### src/rtl/sudoku_entry_ctrl_if.sv
// Signal bundle between the Sudoku game-flow controller, its two cell-write
// requesters and the solver write/load port.
interface sudoku_entry_ctrl_if #(
  parameter int unsigned MOVE_W = 10,
  parameter int unsigned TIME_W = 12
);
  logic              new_game;
  logic              hw_req;
  logic [3:0]        hw_row;
  logic [3:0]        hw_col;
  logic [3:0]        hw_data;
  logic              hw_ack;
  logic              key_req;
  logic [3:0]        key_row;
  logic [3:0]        key_col;
  logic [3:0]        key_data;
  logic              key_ack;
  logic              req_err;
  logic [80:0]       board_blank;
  logic              sol_valid;
  logic              sol_start;
  logic              sol_read;
  logic [3:0]        sol_row;
  logic [3:0]        sol_col;
  logic [3:0]        sol_data;
  logic              solved;
  logic [MOVE_W-1:0] move_cnt;
  logic [TIME_W-1:0] elapsed_sec;

  modport slave (
    input  new_game,
    input  hw_req, hw_row, hw_col, hw_data,
    output hw_ack,
    input  key_req, key_row, key_col, key_data,
    output key_ack,
    output req_err,
    input  board_blank,
    input  sol_valid,
    output sol_start, sol_read, sol_row, sol_col, sol_data,
    output solved, move_cnt, elapsed_sec
  );

  modport master (
    output new_game,
    output hw_req, hw_row, hw_col, hw_data,
    input  hw_ack,
    output key_req, key_row, key_col, key_data,
    input  key_ack,
    input  req_err,
    output board_blank,
    output sol_valid,
    input  sol_start, sol_read, sol_row, sol_col, sol_data,
    input  solved, move_cnt, elapsed_sec
  );
endinterface

### src/rtl/sudoku_entry_ctrl.sv
// Sudoku game-flow controller: starts games, arbitrates hw/keypad cell writes
// into the solver, detects completion and tracks moves and elapsed seconds.
module sudoku_entry_ctrl #(
  parameter int unsigned TICK_DIV = 100_000_000,
  parameter int unsigned MOVE_W   = 10,
  parameter int unsigned TIME_W   = 12
) (
  input logic                clk,
  input logic                reset_n,
  sudoku_entry_ctrl_if.slave bus
);
  localparam int unsigned   PW        = (TICK_DIV > 1) ? $clog2(TICK_DIV) : 1;
  localparam logic [PW-1:0] PRESC_MAX = PW'(TICK_DIV - 1);

  typedef enum logic [2:0] {
    S_IDLE,
    S_START,
    S_EDIT,
    S_WRITE,
    S_CHECK,
    S_DONE
  } state_t;

  state_t state, state_nx;

  logic              rr_last;      // 1 = keypad was granted last
  logic              last_acc;
  logic              hw_ack_q, key_ack_q, req_err_q;
  logic              sol_start_q, sol_read_q, solved_q;
  logic [3:0]        sol_row_q, sol_col_q, sol_data_q;
  logic [MOVE_W-1:0] move_q;
  logic [TIME_W-1:0] elap_q;
  logic [PW-1:0]     presc_q;

  logic       any_req, pick_key, cell_ok, ack_busy, grant, accept, timed;
  logic [3:0] sel_row, sel_col, sel_data;
  logic [6:0] idx;

  // Arbitration and legality of the request that would be granted this cycle
  always_comb begin
    any_req  = bus.hw_req | bus.key_req;
    pick_key = bus.key_req & (~bus.hw_req | ~rr_last);
    sel_row  = pick_key ? bus.key_row  : bus.hw_row;
    sel_col  = pick_key ? bus.key_col  : bus.hw_col;
    sel_data = pick_key ? bus.key_data : bus.hw_data;
    idx      = 7'(sel_row) * 7'd9 + 7'(sel_col);
    cell_ok  = 1'b0;
    if (sel_row <= 4'd8 && sel_col <= 4'd8 && sel_data <= 4'd9)
      cell_ok = bus.board_blank[idx];
  end

  always_comb begin
    state_nx = state;
    grant    = 1'b0;
    // In IDLE/DONE a reject completes in one cycle, so a req still high
    // during its own ack cycle must not be granted a second time.
    ack_busy = hw_ack_q | key_ack_q;
    unique case (state)
      S_IDLE:  grant = any_req & ~ack_busy;
      S_START: state_nx = S_EDIT;
      S_EDIT: begin
        if (any_req) begin
          grant    = 1'b1;
          state_nx = S_WRITE;
        end
      end
      S_WRITE: state_nx = S_CHECK;
      S_CHECK: state_nx = (bus.sol_valid && last_acc) ? S_DONE : S_EDIT;
      S_DONE:  grant = any_req & ~ack_busy;
      default: state_nx = S_IDLE;
    endcase
    if (bus.new_game) begin
      state_nx = S_START;
      grant    = 1'b0;
    end
    accept = grant && (state == S_EDIT) && cell_ok;
    timed  = (state == S_EDIT) || (state == S_WRITE) || (state == S_CHECK);
  end

  always_ff @(posedge clk) begin
    if (!reset_n) begin
      state       <= S_IDLE;
      rr_last     <= 1'b1;
      last_acc    <= 1'b0;
      hw_ack_q    <= 1'b0;
      key_ack_q   <= 1'b0;
      req_err_q   <= 1'b0;
      sol_start_q <= 1'b0;
      sol_read_q  <= 1'b0;
      sol_row_q   <= '0;
      sol_col_q   <= '0;
      sol_data_q  <= '0;
      solved_q    <= 1'b0;
      move_q      <= '0;
      elap_q      <= '0;
      presc_q     <= '0;
    end else begin
      state       <= state_nx;
      hw_ack_q    <= grant & ~pick_key;
      key_ack_q   <= grant & pick_key;
      req_err_q   <= grant & ~accept;
      sol_read_q  <= accept;
      sol_start_q <= (state_nx == S_START);
      if (grant) begin
        rr_last  <= pick_key;
        last_acc <= accept;
      end
      if (accept) begin
        sol_row_q  <= sel_row;
        sol_col_q  <= sel_col;
        sol_data_q <= sel_data;
      end
      if (state_nx == S_START) begin
        solved_q <= 1'b0;
        move_q   <= '0;
        elap_q   <= '0;
        presc_q  <= '0;
      end else begin
        if (accept && move_q != '1)
          move_q <= move_q + 1'b1;
        if (timed) begin
          if (presc_q == PRESC_MAX) begin
            presc_q <= '0;
            if (elap_q != '1)
              elap_q <= elap_q + 1'b1;
          end else begin
            presc_q <= presc_q + 1'b1;
          end
        end
        if (state == S_CHECK && state_nx == S_DONE)
          solved_q <= 1'b1;
      end
    end
  end

  assign bus.hw_ack      = hw_ack_q;
  assign bus.key_ack     = key_ack_q;
  assign bus.req_err     = req_err_q;
  assign bus.sol_start   = sol_start_q;
  assign bus.sol_read    = sol_read_q;
  assign bus.sol_row     = sol_row_q;
  assign bus.sol_col     = sol_col_q;
  assign bus.sol_data    = sol_data_q;
  assign bus.solved      = solved_q;
  assign bus.move_cnt    = move_q;
  assign bus.elapsed_sec = elap_q;
endmodule

### src/flat_wrapper.sv
// flat-port wrapper written by rule: the top's interface ports become plain ports
module sudoku_entry_ctrl_flat 
#(
  parameter int unsigned TICK_DIV = 100_000_000,
  parameter int unsigned MOVE_W   = 10,
  parameter int unsigned TIME_W   = 12
)
  (clk, reset_n, bus_new_game, bus_hw_req, bus_hw_row, bus_hw_col, bus_hw_data, bus_hw_ack, bus_key_req, bus_key_row, bus_key_col, bus_key_data, bus_key_ack, bus_req_err, bus_board_blank, bus_sol_valid, bus_sol_start, bus_sol_read, bus_sol_row, bus_sol_col, bus_sol_data, bus_solved, bus_move_cnt, bus_elapsed_sec);
  sudoku_entry_ctrl_if #(.MOVE_W(MOVE_W), .TIME_W(TIME_W)) bus_i ();
  input logic clk;
  input logic reset_n;
  input wire logic [$bits(bus_i.new_game)-1:0] bus_new_game;
  input wire logic [$bits(bus_i.hw_req)-1:0] bus_hw_req;
  input wire logic [$bits(bus_i.hw_row)-1:0] bus_hw_row;
  input wire logic [$bits(bus_i.hw_col)-1:0] bus_hw_col;
  input wire logic [$bits(bus_i.hw_data)-1:0] bus_hw_data;
  output wire logic [$bits(bus_i.hw_ack)-1:0] bus_hw_ack;
  input wire logic [$bits(bus_i.key_req)-1:0] bus_key_req;
  input wire logic [$bits(bus_i.key_row)-1:0] bus_key_row;
  input wire logic [$bits(bus_i.key_col)-1:0] bus_key_col;
  input wire logic [$bits(bus_i.key_data)-1:0] bus_key_data;
  output wire logic [$bits(bus_i.key_ack)-1:0] bus_key_ack;
  output wire logic [$bits(bus_i.req_err)-1:0] bus_req_err;
  input wire logic [$bits(bus_i.board_blank)-1:0] bus_board_blank;
  input wire logic [$bits(bus_i.sol_valid)-1:0] bus_sol_valid;
  output wire logic [$bits(bus_i.sol_start)-1:0] bus_sol_start;
  output wire logic [$bits(bus_i.sol_read)-1:0] bus_sol_read;
  output wire logic [$bits(bus_i.sol_row)-1:0] bus_sol_row;
  output wire logic [$bits(bus_i.sol_col)-1:0] bus_sol_col;
  output wire logic [$bits(bus_i.sol_data)-1:0] bus_sol_data;
  output wire logic [$bits(bus_i.solved)-1:0] bus_solved;
  output wire logic [$bits(bus_i.move_cnt)-1:0] bus_move_cnt;
  output wire logic [$bits(bus_i.elapsed_sec)-1:0] bus_elapsed_sec;
  assign bus_i.new_game = bus_new_game;
  assign bus_i.hw_req = bus_hw_req;
  assign bus_i.hw_row = bus_hw_row;
  assign bus_i.hw_col = bus_hw_col;
  assign bus_i.hw_data = bus_hw_data;
  assign bus_hw_ack = bus_i.hw_ack;
  assign bus_i.key_req = bus_key_req;
  assign bus_i.key_row = bus_key_row;
  assign bus_i.key_col = bus_key_col;
  assign bus_i.key_data = bus_key_data;
  assign bus_key_ack = bus_i.key_ack;
  assign bus_req_err = bus_i.req_err;
  assign bus_i.board_blank = bus_board_blank;
  assign bus_i.sol_valid = bus_sol_valid;
  assign bus_sol_start = bus_i.sol_start;
  assign bus_sol_read = bus_i.sol_read;
  assign bus_sol_row = bus_i.sol_row;
  assign bus_sol_col = bus_i.sol_col;
  assign bus_sol_data = bus_i.sol_data;
  assign bus_solved = bus_i.solved;
  assign bus_move_cnt = bus_i.move_cnt;
  assign bus_elapsed_sec = bus_i.elapsed_sec;
  sudoku_entry_ctrl #(.TICK_DIV(TICK_DIV), .MOVE_W(MOVE_W), .TIME_W(TIME_W)) u_core (.clk(clk), .reset_n(reset_n), .bus(bus_i));
endmodule
### config.mk
export PLATFORM = sky130hd
export DESIGN_NAME = sudoku_entry_ctrl_flat
export DESIGN_NICKNAME = d
export VERILOG_FILES = /design/src/rtl/sudoku_entry_ctrl_if.sv /design/src/rtl/sudoku_entry_ctrl.sv /design/src/flat_wrapper.sv
export SDC_FILE = /design/constraint.sdc
export NUM_CORES = 1
export LEC_CHECK = 0
export BUFFER_PORTS_ARGS = -buffer_cell sky130_fd_sc_hd__buf_2
export CAP_MARGIN = 15
export CORE_ASPECT_RATIO = 1.2
export CORE_MARGIN = 8
export CORE_UTILIZATION = 51
export CTS_BUF_LIST = sky130_fd_sc_hd__clkbuf_4 sky130_fd_sc_hd__clkbuf_8 sky130_fd_sc_hd__clkbuf_16
export CTS_CLUSTER_DIAMETER = 60
export DETAILED_ROUTE_END_ITERATION = 16
export PLACE_DENSITY_LB_ADDON = 0.1
export SLEW_MARGIN = 20
export SYNTH_ARGS = -nofsm -noshare
export SYNTH_HDL_FRONTEND = slang
export SYNTH_SLANG_ARGS = --single-unit
export TNS_END_PERCENT = 1
### constraint.sdc
create_clock -name clk -period 7.1 [get_ports clk]
set_clock_uncertainty 0.2 [all_clocks]
set_input_delay 1.42 -clock clk [delete_from_list [all_inputs] [get_ports clk]]
set_output_delay 1.42 -clock clk [all_outputs]
set_load 0.01 [all_outputs]
==> flow_summary.toml <==
[status]
outcome = "finished, final reports clean"

[critical_path]
crit_buf_inv = 3
critPathMostFrequentCell = "buf_4"
max_stage_delay_ps = 790
startpoint_type = "primary input"
worst_setup_path_end_kind = "flip-flop"
crit_type = "in2reg"
crit_chain = "buf_2 -> a21boi_4 -> buf_4 -> mux2_2 -> ha_2 -> ha_1 -> fa_1 -> buf_4 -> mux4_2 -> and3_1 -> a2111o_1 -> a31oi_1 -> a221oi_4 -> nand4b_1 -> mux2_1"
reg2reg_slack_ps = 1810
arrival_ps = 6180
path_max_fanout = 14
r2r_end = "u_core.bus.move_cnt[4]$_SDFFE_PP0P_"
cp.required_ps = 7140
crit_slowest_cell = "fa_1"
path_delay_family = "compound AO/OA/AOI/OAI gates"
regToRegStartpoint = "u_core.rr_last$_SDFFE_PN1P_"
reg2reg_depth = 14

[route]
ant_nets = 0
drc_errors = 0
num_vias = 4475
wirelength_um = 13000
dr.first_iter.drc_count = 245
wire_per_inst_um = 16.9
routed_via_density = 5.80
dr.pass1.iters = 5

[floorplanning]
die_x_um = 102
die_height_um = 119
core.rowCount = 37
die_area_sq_um = 12000
pin_count = 151
core_sq_um = 8560
start_util_pct = 52.3

[synth]
synthFlopType = "dfxtp_1"
synthCells = 504
synth_cell_types = 57
synth_nets = 627
synth_top_area_share_pct = 32.2
yosysSeqAreaShare_pct = 32.2
synth_edf_count = 0
synth_area_leader_cell = "dfxtp_1"
synth_area_per_cell_sq_um = 8.88
synth.cells.most_frequent = "dfxtp_1 (72), nor2_1 (65), nand2_1 (45), a21oi_1 (30), nand3_1 (29)"
yosysMostFrequentCell = "dfxtp_1"
synth_seq_cells = 72
syn_area_sq_um = 4480
ys_warn_count = 0
synthTopCellsByArea = "dfxtp_1 (32%), mux4_2 (10%), nor2_1 (5.5%)"
synthArstFlopShare_pct = 0

[placed_design]
dp_hpwl_um = 10300
gp_congestion = 0.873
port_buffers = 150
post-place-ws_ps = 565
dpl-instance-area_sq_um = 5320

[timing]
rsz0062_at_grt = "no"
fmax_ghz = 0.163
layout_min_cycle_time_ps = 6140
period_share_pct = 86.5
worstMarginPinSlew_ps = 930
max-slew-margin-rel_pct = 38.0
hold_viol = 0
setup_viol = 0
slew_violations = 0
tns_ps = 0
timing.final.ws_setup_ps = 959

[clock_network]
cts_setup_buffers = 0
tritoncts = "done"
clockRootBuffer = "clkbuf_8"
cts-resized-gates = 0
numCtsBuffers = 9
clockBufferDepth = 2
clk_latency_ps = 340
tritoncts_num_sinks = 72
postCtsHoldBufs = 0
h-tree-depth = 3
clkSlewWorstSetupHoldPaths_ps = 90

[global_route]
antenna_found_initial = 0
globalRoute.totalOverflow = 0
grt_max_degree = 28
grt_first_pass_wirelength_um = 21200
grt_use_total_pct = 21.4
grt_pass1_vias = 4519

[pwr]
ir_worst_vdd_uv = 95.7
p_leak_nw = 2.22
cellPowerDensity_nw_per_um2 = 201

[worst_hold_path]
hp-start = "u_core.bus.sol_col[1]$_SDFFE_PN0P_"
worstHoldEndpoint = "u_core.bus.sol_col[1]$_SDFFE_PN0P_"
hold_class = "reg2reg"
holdPathStages = 2

[final_layout]
final_area_sq_um = 5540
fill_cells = 742
nNetsFinal = 772
n_antenna_cell = 0
final_layout_size_suffix_gt1_share_pct = 32.1
areaGrowthSynthToFinish_pct = 23.8

[run]
max_cap_viol_count = 0
kinds of logic (layout without fill, tap and decap cells):
logic type,Yosys count,count (layout),synth area share [%]
adders and majority gates,13,13,3.75
and+or+nand+nor,216,216,24.1
DFF,72,72,32.2
xor gates and xnor gates,39,39,8.11
buffers and inverters,30,180,2.85
muxes,41,41,15.1
AOI/OAI and AO/OA,93,93,13.9
area by class of cell:
cell class	count	area, sq um	share of cell area [%]
clock buffers	9	124	2.23
clock inverters	7	100	1.81
inverters	9	33.8	0.609
multi-input cells	402	2910	52.5
flip-flops and latches	72	1440	26.0
well taps	117	146	2.64
repair buffers	155	788	14.2
stage by stage:
stage                     utilization, %  power, mW  instances  hold slack, ps
after floorplan                        -      0.666        504             263
after global placement              62.1      0.745        755             269
after detailed placement            62.1      0.754        755             264
after CTS                           64.7       1.12        771             274
after global routing                64.7       1.17        771             299
final                               64.7       1.11        771             278
metal layers:
metal / vias up / global-route usage, % / part of all wire, %
met1: 2144 / 24.7 / 41
met5: - / 0 / 0
met3: 24 / 4.99 / 5.4
li1: 2145 / - / -
met2: 162 / 37.3 / 52
met4: 0 / 7.38 / 2.2
cells in the final DEF (no fill, tap or decap), types with 5 or more instances in the layout:
| cell | Yosys | routed |
|---|---|---|
| a211oi_1 | 7 | 7 |
| a21oi_1 | 30 | 30 |
| a31oi_1 | 7 | 7 |
| and2_1 | 6 | 6 |
| and3_1 | 11 | 11 |
| buf_2 | 6 | 150 |
| buf_4 | 2 | 5 |
| clkbuf_8 | 0 | 9 |
| dfxtp_1 | 72 | 72 |
| ha_1 | 11 | 10 |
| inv_1 | 9 | 9 |
| mux2_2 | 7 | 7 |
| mux2i_1 | 12 | 12 |
| mux4_2 | 20 | 20 |
| nand2_1 | 45 | 45 |
| nand2b_1 | 5 | 5 |
| nand3_1 | 29 | 29 |
| nand4_1 | 14 | 14 |
| nand4b_1 | 7 | 7 |
| nor2_1 | 65 | 65 |
| nor3_1 | 8 | 8 |
| nor4_1 | 6 | 6 |
| o21ai_0 | 24 | 24 |
| or3_1 | 7 | 7 |
| xnor2_1 | 17 | 17 |
| xor2_1 | 20 | 20 |
worst max path at each step:
| stage | startpoint | slack (ps) | depth (start not counted) | end |
|---|---|---|---|---|
| after detailed placement | bus_hw_req | 570 | 15 | u_core.bus.move_cnt[4]$_SDFFE_PP0P_ |
| after global routing | bus_hw_req | 760 | 15 | u_core.bus.move_cnt[4]$_SDFFE_PP0P_ |
| after CTS | bus_hw_req | 940 | 15 | u_core.bus.move_cnt[4]$_SDFFE_PP0P_ |
| final | bus_hw_req | 960 | 15 | u_core.bus.move_cnt[4]$_SDFFE_PP0P_ |
| after global placement | bus_hw_req | 690 | 15 | u_core.bus.move_cnt[4]$_SDFFE_PP0P_ |
| after floorplan | bus_key_req | 910 | 15 | u_core.bus.move_cnt[4]$_SDFFE_PP0P_ |
state kept, by name (all words and copies together) (netlist names), 3 cells and up:
name                    count
u_core.presc_q             27
u_core.bus.elapsed_sec     12
u_core.bus.move_cnt        10
u_core.bus.sol_col          4
u_core.bus.sol_data         4
u_core.bus.sol_row          4
u_core.state                3
worst reg2reg max path: cells and delay by family (launching register included):
family / cells / cell delay, ps
AOI/OAI and AO/OA: 4 / 1420
adders and majority gates: 3 / 1200
muxes: 3 / 1080
buffers and inverters: 2 / 590
and+or+nand+nor: 2 / 370
DFF: 1 / 360
power breakdown:
part	internal (mW)	leakage, nW	switching, mW
combinational	0.157	1.53	0.181
clock	0.202	0.115	0.165
sequential	0.406	0.581	0.00266
total	0.764	2.22	0.349
Note: power is estimated with default switching activity, not from simulation.
